**config.mk**
```make
export PLATFORM = sky130hd
export DESIGN_NAME = round_ctrl_flat
export DESIGN_NICKNAME = d
export VERILOG_FILES = /design/src/rtl/round_ctrl_if.sv /design/src/rtl/round_ctrl.sv /design/src/flat_wrapper.sv
export SDC_FILE = /design/constraint.sdc
export NUM_CORES = 1
export LEC_CHECK = 0
export BUFFER_PORTS_ARGS = -buffer_cell sky130_fd_sc_hd__clkbuf_2
export CAP_MARGIN = 20
export CORE_AREA = 2 2 39 41
export CTS_CLUSTER_SIZE = 14
export DETAILED_ROUTE_END_ITERATION = 8
export DIE_AREA = 0 0 41 43
export GPL_ROUTABILITY_DRIVEN = 0
export PLACE_DENSITY = 0.76
export SETUP_SLACK_MARGIN = 0.15
export SLEW_MARGIN = 40
export SYNTH_ARGS = -nofsm -noshare
export SYNTH_HDL_FRONTEND = slang
export SYNTH_SLANG_ARGS = --single-unit
```
**constraint.sdc**
```tcl
create_clock -name clk -period 1.6 [get_ports clk]
set_input_delay 0.08 -clock clk [delete_from_list [all_inputs] [get_ports clk]]
set_output_delay 0.08 -clock clk [all_outputs]
set_load 0.01 [all_outputs]
```
**src/rtl/round_ctrl_if.sv**
```systemverilog
// Handshake/config bundle between the round sequencer and its client/downstream datapath.
// The sequencer sits on the slave side; the requester/downstream side uses master.
interface round_ctrl_if #(
  parameter int IDX_W = 3
);
  logic             start;
  logic             cfg_last_vld;
  logic [IDX_W-1:0] cfg_last;
  logic             round_ready;
  logic [IDX_W-1:0] round_idx;
  logic             round_valid;
  logic             round_first;
  logic             round_last;
  logic             busy;
  logic             done;

  modport master (
    output start, cfg_last_vld, cfg_last, round_ready,
    input  round_idx, round_valid, round_first, round_last, busy, done
  );

  modport slave (
    input  start, cfg_last_vld, cfg_last, round_ready,
    output round_idx, round_valid, round_first, round_last, busy, done
  );
endinterface

```
**src/rtl/round_ctrl.sv**
```systemverilog
// Round sequencer: steps a round index 0..last_q, one value per valid/ready handshake.
// Optional ROUND_CTRL_ABORT_EN adds an abort input that drops a running sequence.
module round_ctrl #(
  parameter int IDX_W    = 3,
  parameter int DEF_LAST = 7
) (
  input  logic clk,
  input  logic rst,
`ifdef ROUND_CTRL_ABORT_EN
  input  logic abort,
`endif
  round_ctrl_if.slave bus
);

  localparam logic [1:0] IDLE = 2'd0;
  localparam logic [1:0] RUN  = 2'd1;
  localparam logic [1:0] DONE = 2'd2;

  localparam logic [IDX_W-1:0] DEF_LAST_V = IDX_W'(DEF_LAST);

  logic [1:0]       state_q;
  logic [IDX_W-1:0] idx_q;
  logic [IDX_W-1:0] last_q;
  logic             abort_req;
  logic             in_run;

`ifdef ROUND_CTRL_ABORT_EN
  assign abort_req = abort;
`else
  assign abort_req = 1'b0;
`endif

  always_ff @(posedge clk or posedge rst) begin
    if (rst) begin
      state_q <= IDLE;
      idx_q   <= '0;
      last_q  <= '0;
    end else begin
      case (state_q)
        IDLE: begin
          if (bus.start) begin
            last_q  <= bus.cfg_last_vld ? bus.cfg_last : DEF_LAST_V;
            idx_q   <= '0;
            state_q <= RUN;
          end
        end
        RUN: begin
          // abort outranks the handshake, even on the final round
          if (abort_req) begin
            idx_q   <= '0;
            state_q <= IDLE;
          end else if (bus.round_ready) begin
            if (idx_q == last_q) begin
              idx_q   <= '0;
              state_q <= DONE;
            end else begin
              idx_q <= idx_q + 1'b1;
            end
          end
        end
        DONE: begin
          state_q <= IDLE;
        end
        default: begin
          idx_q   <= '0;
          state_q <= IDLE;
        end
      endcase
    end
  end

  assign in_run = (state_q == RUN);

  always_comb begin
    bus.round_idx   = idx_q;
    bus.round_valid = in_run;
    bus.round_first = in_run && (idx_q == '0);
    bus.round_last  = in_run && (idx_q == last_q);
    bus.busy        = in_run || (state_q == DONE);
    bus.done        = (state_q == DONE);
  end

endmodule

```
**src/flat_wrapper.sv**
```systemverilog
// flat-port wrapper written by rule: the top's interface ports become plain ports
module round_ctrl_flat 
#(
  parameter int IDX_W    = 3,
  parameter int DEF_LAST = 7
)
  (clk, rst, bus_start, bus_cfg_last_vld, bus_cfg_last, bus_round_ready, bus_round_idx, bus_round_valid, bus_round_first, bus_round_last, bus_busy, bus_done);
  round_ctrl_if #(.IDX_W(IDX_W)) bus_i ();
  input  logic clk;
  input  logic rst;
  input wire logic [$bits(bus_i.start)-1:0] bus_start;
  input wire logic [$bits(bus_i.cfg_last_vld)-1:0] bus_cfg_last_vld;
  input wire logic [$bits(bus_i.cfg_last)-1:0] bus_cfg_last;
  input wire logic [$bits(bus_i.round_ready)-1:0] bus_round_ready;
  output wire logic [$bits(bus_i.round_idx)-1:0] bus_round_idx;
  output wire logic [$bits(bus_i.round_valid)-1:0] bus_round_valid;
  output wire logic [$bits(bus_i.round_first)-1:0] bus_round_first;
  output wire logic [$bits(bus_i.round_last)-1:0] bus_round_last;
  output wire logic [$bits(bus_i.busy)-1:0] bus_busy;
  output wire logic [$bits(bus_i.done)-1:0] bus_done;
  assign bus_i.start = bus_start;
  assign bus_i.cfg_last_vld = bus_cfg_last_vld;
  assign bus_i.cfg_last = bus_cfg_last;
  assign bus_i.round_ready = bus_round_ready;
  assign bus_round_idx = bus_i.round_idx;
  assign bus_round_valid = bus_i.round_valid;
  assign bus_round_first = bus_i.round_first;
  assign bus_round_last = bus_i.round_last;
  assign bus_busy = bus_i.busy;
  assign bus_done = bus_i.done;
  round_ctrl #(.IDX_W(IDX_W), .DEF_LAST(DEF_LAST)) u_core (.clk(clk), .rst(rst), .bus(bus_i));
endmodule
```
## Word-level counts from Yosys, hierarchy flattened

Index checks and enable logic that the tools add are counted.

- Flip-flop bits (word level): 8
- Input bits: 8
- Logic and storage cells: 28

- $add $sub $neg: 1
- Eq/ne operators: 6
- Muxes and demuxes: 9
- Bitwise gates (word level): 1
- Reduce and logical (&&, ||, !) cells: 8

Operator list:

| cell | count |
|---|---|
| $mux W3 | 4 |
| $pmux W3 S3 | 1 |
| $mux W2 | 3 |
| $ne A2 B2 Y1 const B | 3 |
| $reduce_and A3 Y1 | 2 |
| $pmux W2 S2 | 1 |
| $add A3 B1 Y3 const B | 1 |
| $eq A3 B3 Y1 | 1 |
| $logic_not A3 Y1 | 1 |
| $eq A2 B1 Y1 const B | 1 |
| $eq A2 B2 Y1 const B | 1 |
| $logic_and A1 B1 Y1 | 2 |
| $logic_not A2 Y1 | 1 |
| $reduce_and A2 Y1 | 1 |
| $logic_or A1 B1 Y1 | 1 |
| $not A1 Y1 | 1 |

## Depth between registers and ports, before layout

Gate-level depths: netlist of the first run.

- Depth in word-level cells: 4
- Depth in mapped cells: 6

## Worst setup path before layout of the first run

No wires, ideal clock.

- Path type: register to register
- From: register u_core.state_q[1]
- To: register u_core.idx_q[0], in the netlist u_core.bus.round_idx[0]
- Setup time: 0.074 ns
- Data arrival time: 1.555 ns
- Setup slack: -0.029 ns
- Cell stages (with the launch flop): 7
- Clock period less this slack: 1.629 ns
- Path through: dfrtp_1 inv_1 ha_1 nor2b_1 or3_1 or3_1 o21ai_2

- Word-level cells in the longest chain between the ends: 3
- Elaborated cells on any way between the ends: 8

Ends and longest elaborated chain:

| what | line | source |
|---|---|---|
| start, declared | round_ctrl.sv:21 | `logic [1:0] state_q;` |
| start signal, assigned | round_ctrl.sv:35 | `state_q <= IDLE;` |
| start signal, assigned | round_ctrl.sv:44 | `state_q <= RUN;` |
| start signal, assigned | round_ctrl.sv:51 | `state_q <= IDLE;` |
| $eq A2 B1 Y1 * | -- |  |
| via bus_round_valid | flat_wrapper.sv:16 | `output wire logic [$bits(bus_i.round_valid)-1:0] bus_round_valid;` |
| $ne A2 B2 Y1 (no line) | -- |  |
| $reduce_and A3 Y1 (no line) | -- |  |
| end signal, assigned | round_ctrl.sv:57 | `idx_q <= idx_q + 1'b1;` |
| end, declared | round_ctrl.sv:22 | `logic [IDX_W-1:0] idx_q;` |

Mark *: on every way through the listed nets, which the timed path passes. The rest lies on a longest branch.
A chain may end at the register's enable or synchronous reset.

## Worst setup path in the final report of the first run

- From: register u_core.state_q[0]
- To: register u_core.idx_q[0], in the netlist u_core.bus.round_idx[0]

- Word-level cells in the longest chain between the ends: 3
- Elaborated cells on any way between the ends: 8

Ends and longest elaborated chain:

| what | line | source |
|---|---|---|
| $eq A2 B1 Y1 (tied with other cells) | round_ctrl.sv:39 | `case (state_q)` |
| $ne A2 B2 Y1 (no line) / $not A1 Y1 (equally long branches) | -- |  |
| $reduce_and A3 Y1 (no line) | -- |  |

Parallel ways exist; a longest one is shown, timed or not.

==> out/metrics.yaml, run 1 <==
root_buffer: "clkbuf_4"
cts-buffers-inserted: 3
final_hold_viol_count: 0
min_to: "u_core.last_q[1]$_DFFE_PP0P_"
rsz0062_at_grt: "true"
hp-class: "input port to flip-flop"
placementRows: 14
max_cap_violations: 0
worstSetupEndpointType: "flip-flop"
finalCritPeriodShare_pct: 99.4
cts_sinks: 8
core-area_sq_mm: 0.00138
clkLatencyLatePin_ns: 0.27
grt_first_pass_wirelength_microns: 1810
die_area_sq_mm: 0.00176
seq_area_frac_synth_pct: 38.2
synth_nets: 72
cp_cell_sequence: "inv_2, ha_4, nor2b_4, or3_4, or3_1, o21ai_2"
cp.arrival_ns: 1.79
reg2reg_slack_ns: 0.009
synth-seq-cells: 8
syn_to_final_growth_pct: 44.2
design_area_sq_um: 756
ios: 16
die_w_microns: 41
crit_required_ns: 1.80
die_h_microns: 43
power_leakage_uw: 0.000390
cpPeakStageDelay_ns: 0.39
hold_depth: 2
seqCellArea_sq_um: 201
avgSynthCellArea_sq_um: 9.04
final-max-slew-violation-count: 0
final_common_cell: "clkbuf_2"
wl_microns: 1100
vias: 477
syn-cell-area_sq_um: 524
drcViolationCount: 0
mostFrequentLayoutCells: "14 x clkbuf_2, 9 x buf_4, 8 x inv_1, 8 x nor2_1, 7 x dfrtp_1"
grt_remaining_overflow: 0
synthCells: 58
via_per_inst: 4.68
nets: 101
r2r_start: "u_core.state_q[0]$_DFFE_PP0P_"
wl_per_cell_microns: 10.8
fmax_ghz: 0.629
io_buffer_count: 15
ant_nets: 0
outcome: "finished, final reports clean"
start_util_pct: 37.9
r2r_cells: 6
fillers: 132
placed_area_sq_um: 664
post-place-cells: 94
drtIter0Drc: 11
cp_max_fo: 3
powerDensity_mw_per_mm2: 1760
critical_path_class: "flip-flop to flip-flop"
min_period_ns: 1.59
irDropWorstVdd_uv: 757
drive_gt1_share_pct: 45.3
hp-start: "bus_cfg_last_vld"
layout.cells.non_filler: 102
grt_pass1_vias: 450
grt_max_degree: 9
cts_max_level: 1
tightestPinTransition_ns: 0.473
finalSetupTns_ns: 0
yosys_warnings: 0
multi_input_area_sq_um: 318
start_kind: "flip-flop"
ys_types: 23
cts.path.max_buffers: 2
antenna_found_initial: 0
rr_endpoint: "u_core.bus.round_idx[0]$_DFFE_PP0P_"
fin_skew_ns: 0.0126
hpwl_microns: 838
cts_tree: "built"
groute.usage.overall_pct: 16.0
clkSlewWorstSetupHoldPaths_ns: 0.06
drt_pre_antenna_iters: 3
diodes: 0
crit_path_top_delay_cell: "or3_1"
finalSetupViolations: 0
slew_headroom_pct: 68.2
## final cells by class
cell class                      instances  share of cell area, %
Sequential cell                         8                   26.7
Tap cell                               16                   2.65
Timing Repair Buffer                   25                   20.2
Clock buffer                            4                   3.48
Inverter                               10                   4.97
Multi-Input combinational cell         39                   42.1
## where the power goes
group	switching [uW]	internal [uW]	total, uW
sequential	66.4	284	351
combinational	404	405	809
clock	73.0	95.6	169
## synth_stat cells (all sizes together)
cell | instances | area (sq um)
o21ai | 2 | 13.8
dfrtp | 8 | 200
nor4 | 1 | 6.26
o22ai | 1 | 6.26
o31ai | 1 | 7.51
and2 | 2 | 13.8
nand2 | 2 | 7.51
inv | 10 | 37.5
a31oi | 3 | 18.8
a21o | 1 | 7.51
nor2b | 2 | 20.0
a21oi | 1 | 5.00
mux2 | 1 | 11.3
nor3 | 2 | 10.0
xor2 | 3 | 26.3
o41a | 1 | 11.3
ha | 6 | 75.1
nor2 | 8 | 30.0
clkbuf | 1 | 3.75
or3 | 2 | 12.5
## layer usage
layer  GRT usage (%)  wire length [microns]  share of wire [%]  vias up
met2            24.4                    568                 52       11
met4            10.0                     33                3.0        0
li1                -                      -                  -      246
met1            18.5                    442                 40      215
met3            4.71                     54                4.9        5
met5               0                      0                  0        -
## worst max-delay path by stage
stage / cells past startpoint / slack, ns / endpoint / startpoint
2_1_floorplan: 6 / 0.03 / u_core.bus.round_idx[0]$_DFFE_PP0P_ / u_core.state_q[0]$_DFFE_PP0P_
3_3_place_gp: 6 / 0.02 / u_core.bus.round_idx[0]$_DFFE_PP0P_ / u_core.state_q[0]$_DFFE_PP0P_
3_5_place_dp: 6 / -0.06 / u_core.bus.round_idx[0]$_DFFE_PP0P_ / u_core.state_q[0]$_DFFE_PP0P_
4_1_cts: 6 / 0.01 / u_core.bus.round_idx[0]$_DFFE_PP0P_ / u_core.state_q[0]$_DFFE_PP0P_
5_1_grt: 6 / -0.05 / u_core.bus.round_idx[0]$_DFFE_PP0P_ / u_core.state_q[0]$_DFFE_PP0P_
6_report: 6 / 0.009 / u_core.bus.round_idx[0]$_DFFE_PP0P_ / u_core.state_q[0]$_DFFE_PP0P_
## flip-flops by register name, summed over array words and instances (netlist names)
name,count
u_core.state_q,2
u_core.last_q,3
u_core.bus.round_idx,3
## cell families after synthesis
kind of cell | share of synthesized area, %
simple gates | 19.1
buf+inv | 7.88
compound gates | 13.4
flops | 38.2
fa+ha+maj | 14.3
xor+xnor | 5.01
mux | 2.15
## critical path, delay by kind of cell, from the launching register on
kind,cells,cell delay (ns)
simple gates,3,0.88
flops,1,0.37
fa+ha+maj,1,0.16
buf+inv,1,0.07
compound gates,1,0.06
## through the flow
step | hold WS [ns] | total power (uW) | worst slack, ns | util [%]
final | 0.0156 | 1330 | 0.00932 | 54.6
after global routing | 0.0415 | 1450 | -0.0524 | 54.6
after CTS | 0.0188 | 1330 | 0.0137 | 54.6
after detailed placement | 0.0177 | 1050 | -0.0563 | 48.0
after global placement | 0.0153 | 1040 | 0.0196 | 48.0
after floorplan | -0.104 | 807 | 0.0334 | -
## what timing repair did
item / in CTS / in global routing
resized for setup: 8 / 1
hold endpoints to repair: 8 / 0
setup endpoints to repair: 5 / 6
gates cloned: 0 / 0
setup buffers: 3 / 0
pin swaps: 3 / 0
hold buffers: 1 / 0
No activity file was read; power rests on OpenSTA's default activity.
==> run 2: changes to the inputs <==
- SETUP_SLACK_MARGIN: 0.15 -> 0.1
==> out/metrics.yaml, run 2 (synthesized netlist as in run 1, its figures left out) <==
outcome: "finished, final reports clean"
p_total_uw: 1330  # about the same
cp.arrival_ns: 1.79  # about the same
wl_per_cell_microns: 10.8  # unchanged
wl_microns: 1100  # unchanged
clkSlewWorstSetupHoldPaths_ns: 0.06  # about the same
nets: 101  # unchanged
cts_max_level: 1  # unchanged
grt_pass1_vias: 450  # unchanged
final_hold_viol_count: 0  # unchanged
start_util_pct: 37.9  # unchanged
post-route-util_pct: 54.6  # unchanged
pwr-share-comb_pct: 60.9  # about the same
vias: 477  # unchanged
switching_share_pct: 41.0  # about the same
fin_skew_ns: 0.0126  # unchanged
hpwl_microns: 838  # unchanged
drt_pre_antenna_iters: 3  # unchanged
timing.hold.ws_ns: 0.0156  # unchanged
groute.usage.overall_pct: 16.0  # unchanged
die_h_microns: 43  # unchanged
fmax_ghz: 0.629  # unchanged
clkLatencyLatePin_ns: 0.27  # about the same
finalCritPeriodShare_pct: 99.4  # unchanged
power_leakage_uw: 0.000389  # about the same
io_buffer_count: 15  # unchanged
diodes: 0  # unchanged
finalSetupViolations: 0  # unchanged
cp_max_fo: 3  # unchanged
ios: 16  # unchanged
root_buffer: "clkbuf_4"
reg2reg_slack_ns: 0.009  # about the same
cts_sinks: 8  # unchanged
antenna_found_initial: 0  # unchanged
endpoint: "u_core.bus.round_idx[0]$_DFFE_PP0P_"
start_kind: "flip-flop"
cts_tree: "built"
drtIter0Drc: 11  # unchanged
die_area_sq_mm: 0.00176  # unchanged
grt_first_pass_wirelength_microns: 1810  # unchanged
seqPwrFrac_pct: 26.4  # about the same
rr_endpoint: "u_core.bus.round_idx[0]$_DFFE_PP0P_"
r2r_start: "u_core.state_q[0]$_DFFE_PP0P_"
cts.path.max_buffers: 2  # unchanged
critical_path_class: "flip-flop to flip-flop"
crit_required_ns: 1.80  # about the same
via_per_inst: 4.68  # unchanged
crit_start: "u_core.state_q[0]$_DFFE_PP0P_"
cts-buffers-inserted: 3  # unchanged
drcViolationCount: 0  # unchanged
placementRows: 14  # unchanged
clkPwrFrac_pct: 12.7  # about the same
internal_power_uw: 784  # about the same
max_cap_violations: 0  # unchanged
rsz0062_at_grt: "true"
ant_nets: 0  # unchanged
mostFrequentLayoutCells: "15 x clkbuf_2, 9 x buf_4, 8 x inv_1, 8 x nor2_1, 7 x dfrtp_1"
hp-start: "bus_cfg_last_vld"
slew_headroom_pct: 68.2  # unchanged
worstSetupEndpointType: "flip-flop"
r2r_cells: 6  # unchanged
hp-class: "input port to flip-flop"
syn_to_final_growth_pct: 44.2  # unchanged
drive_gt1_share_pct: 45.3  # unchanged
core-area_sq_mm: 0.00138  # unchanged
min_period_ns: 1.59  # unchanged
irDropWorstVdd_uv: 757  # about the same
final_common_cell: "clkbuf_2"
die_w_microns: 41  # unchanged
final-max-slew-violation-count: 0  # unchanged
p_sw_uw: 544  # +0.12%
grt_remaining_overflow: 0  # unchanged
grt_max_degree: 9  # unchanged
powerDensity_mw_per_mm2: 1760  # about the same
tightestPinTransition_ns: 0.473  # unchanged
## run 2: per-stage QoR
step / setup slack, ns / TNS (ns) / area [sq um] / cells
after floorplan: 0.0334 / 0 / 528 / 58
after global placement: 0.0196 / 0 / 664 / 94
after detailed placement: -0.0563 / -0.0563 / 664 / 94
after CTS: 0.0137 / 0 / 756 / 102
after global routing: -0.0524 / -0.159 / 756 / 102
final: 0.00932 / 0 / 756 / 102
## run 2: layer usage
| layer | share of wire [%] | routed length [microns] | vias to the layer above | track usage, % |
|---|---|---|---|---|
| met5 | 0 | 0 | - | 0 |
| met4 | 3.0 | 33 | 0 | 10.0 |
| met3 | 4.8 | 53 | 5 | 4.71 |
| met2 | 52 | 568 | 11 | 24.4 |
| met1 | 40 | 442 | 215 | 18.5 |
| li1 | - | - | 246 | - |
## run 2: power by group through the flow
| stage | clock, uW | combinational, uW | sequential, uW |
|---|---|---|---|
| final | 169 | 809 | 351 |
| after global routing | 185 | 903 | 361 |
| after CTS | 171 | 805 | 350 |
| after detailed placement | 0 | 707 | 346 |
| after global placement | 0 | 692 | 343 |
| after floorplan | 0 | 450 | 357 |
## run 2: how the worst min path moves through the flow
| stage | to | slack [ns] | cells past startpoint |
|---|---|---|---|
| 6_report | u_core.last_q[1]$_DFFE_PP0P_ | 0.02 | 2 |
| 5_1_grt | u_core.last_q[1]$_DFFE_PP0P_ | 0.04 | 2 |
| 4_1_cts | u_core.last_q[1]$_DFFE_PP0P_ | 0.02 | 2 |
| 3_5_place_dp | u_core.state_q[1]$_DFFE_PP0P_ | 0.02 | 2 |
| 3_3_place_gp | u_core.state_q[0]$_DFFE_PP0P_ | 0.02 | 2 |
| 2_1_floorplan | u_core.bus.round_idx[0]$_DFFE_PP0P_ | -0.10 | 1 |
## run 2: area by class of cell
cell class	count	area, sq um
fill	132	628
multi-input combinational	39	318
sequential	8	201
timing repair buffer	25	153
inverter	10	37.5
clock buffer	4	26.3
tap	16	20.0
## run 2: critical path, stage by stage (launching register included)
cell,delay (ns)
dfrtp_1,0.37
inv_2,0.07
ha_4,0.16
nor2b_4,0.12
or3_4,0.37
or3_1,0.39
o21ai_2,0.06
## run 2: what timing repair did
item,CTS,global route
buffers inserted,3,0
pin swaps,3,0
hold endpoints to repair,8,0
setup endpoints to repair,4,4
resized for setup,8,0
hold buffers,1,0
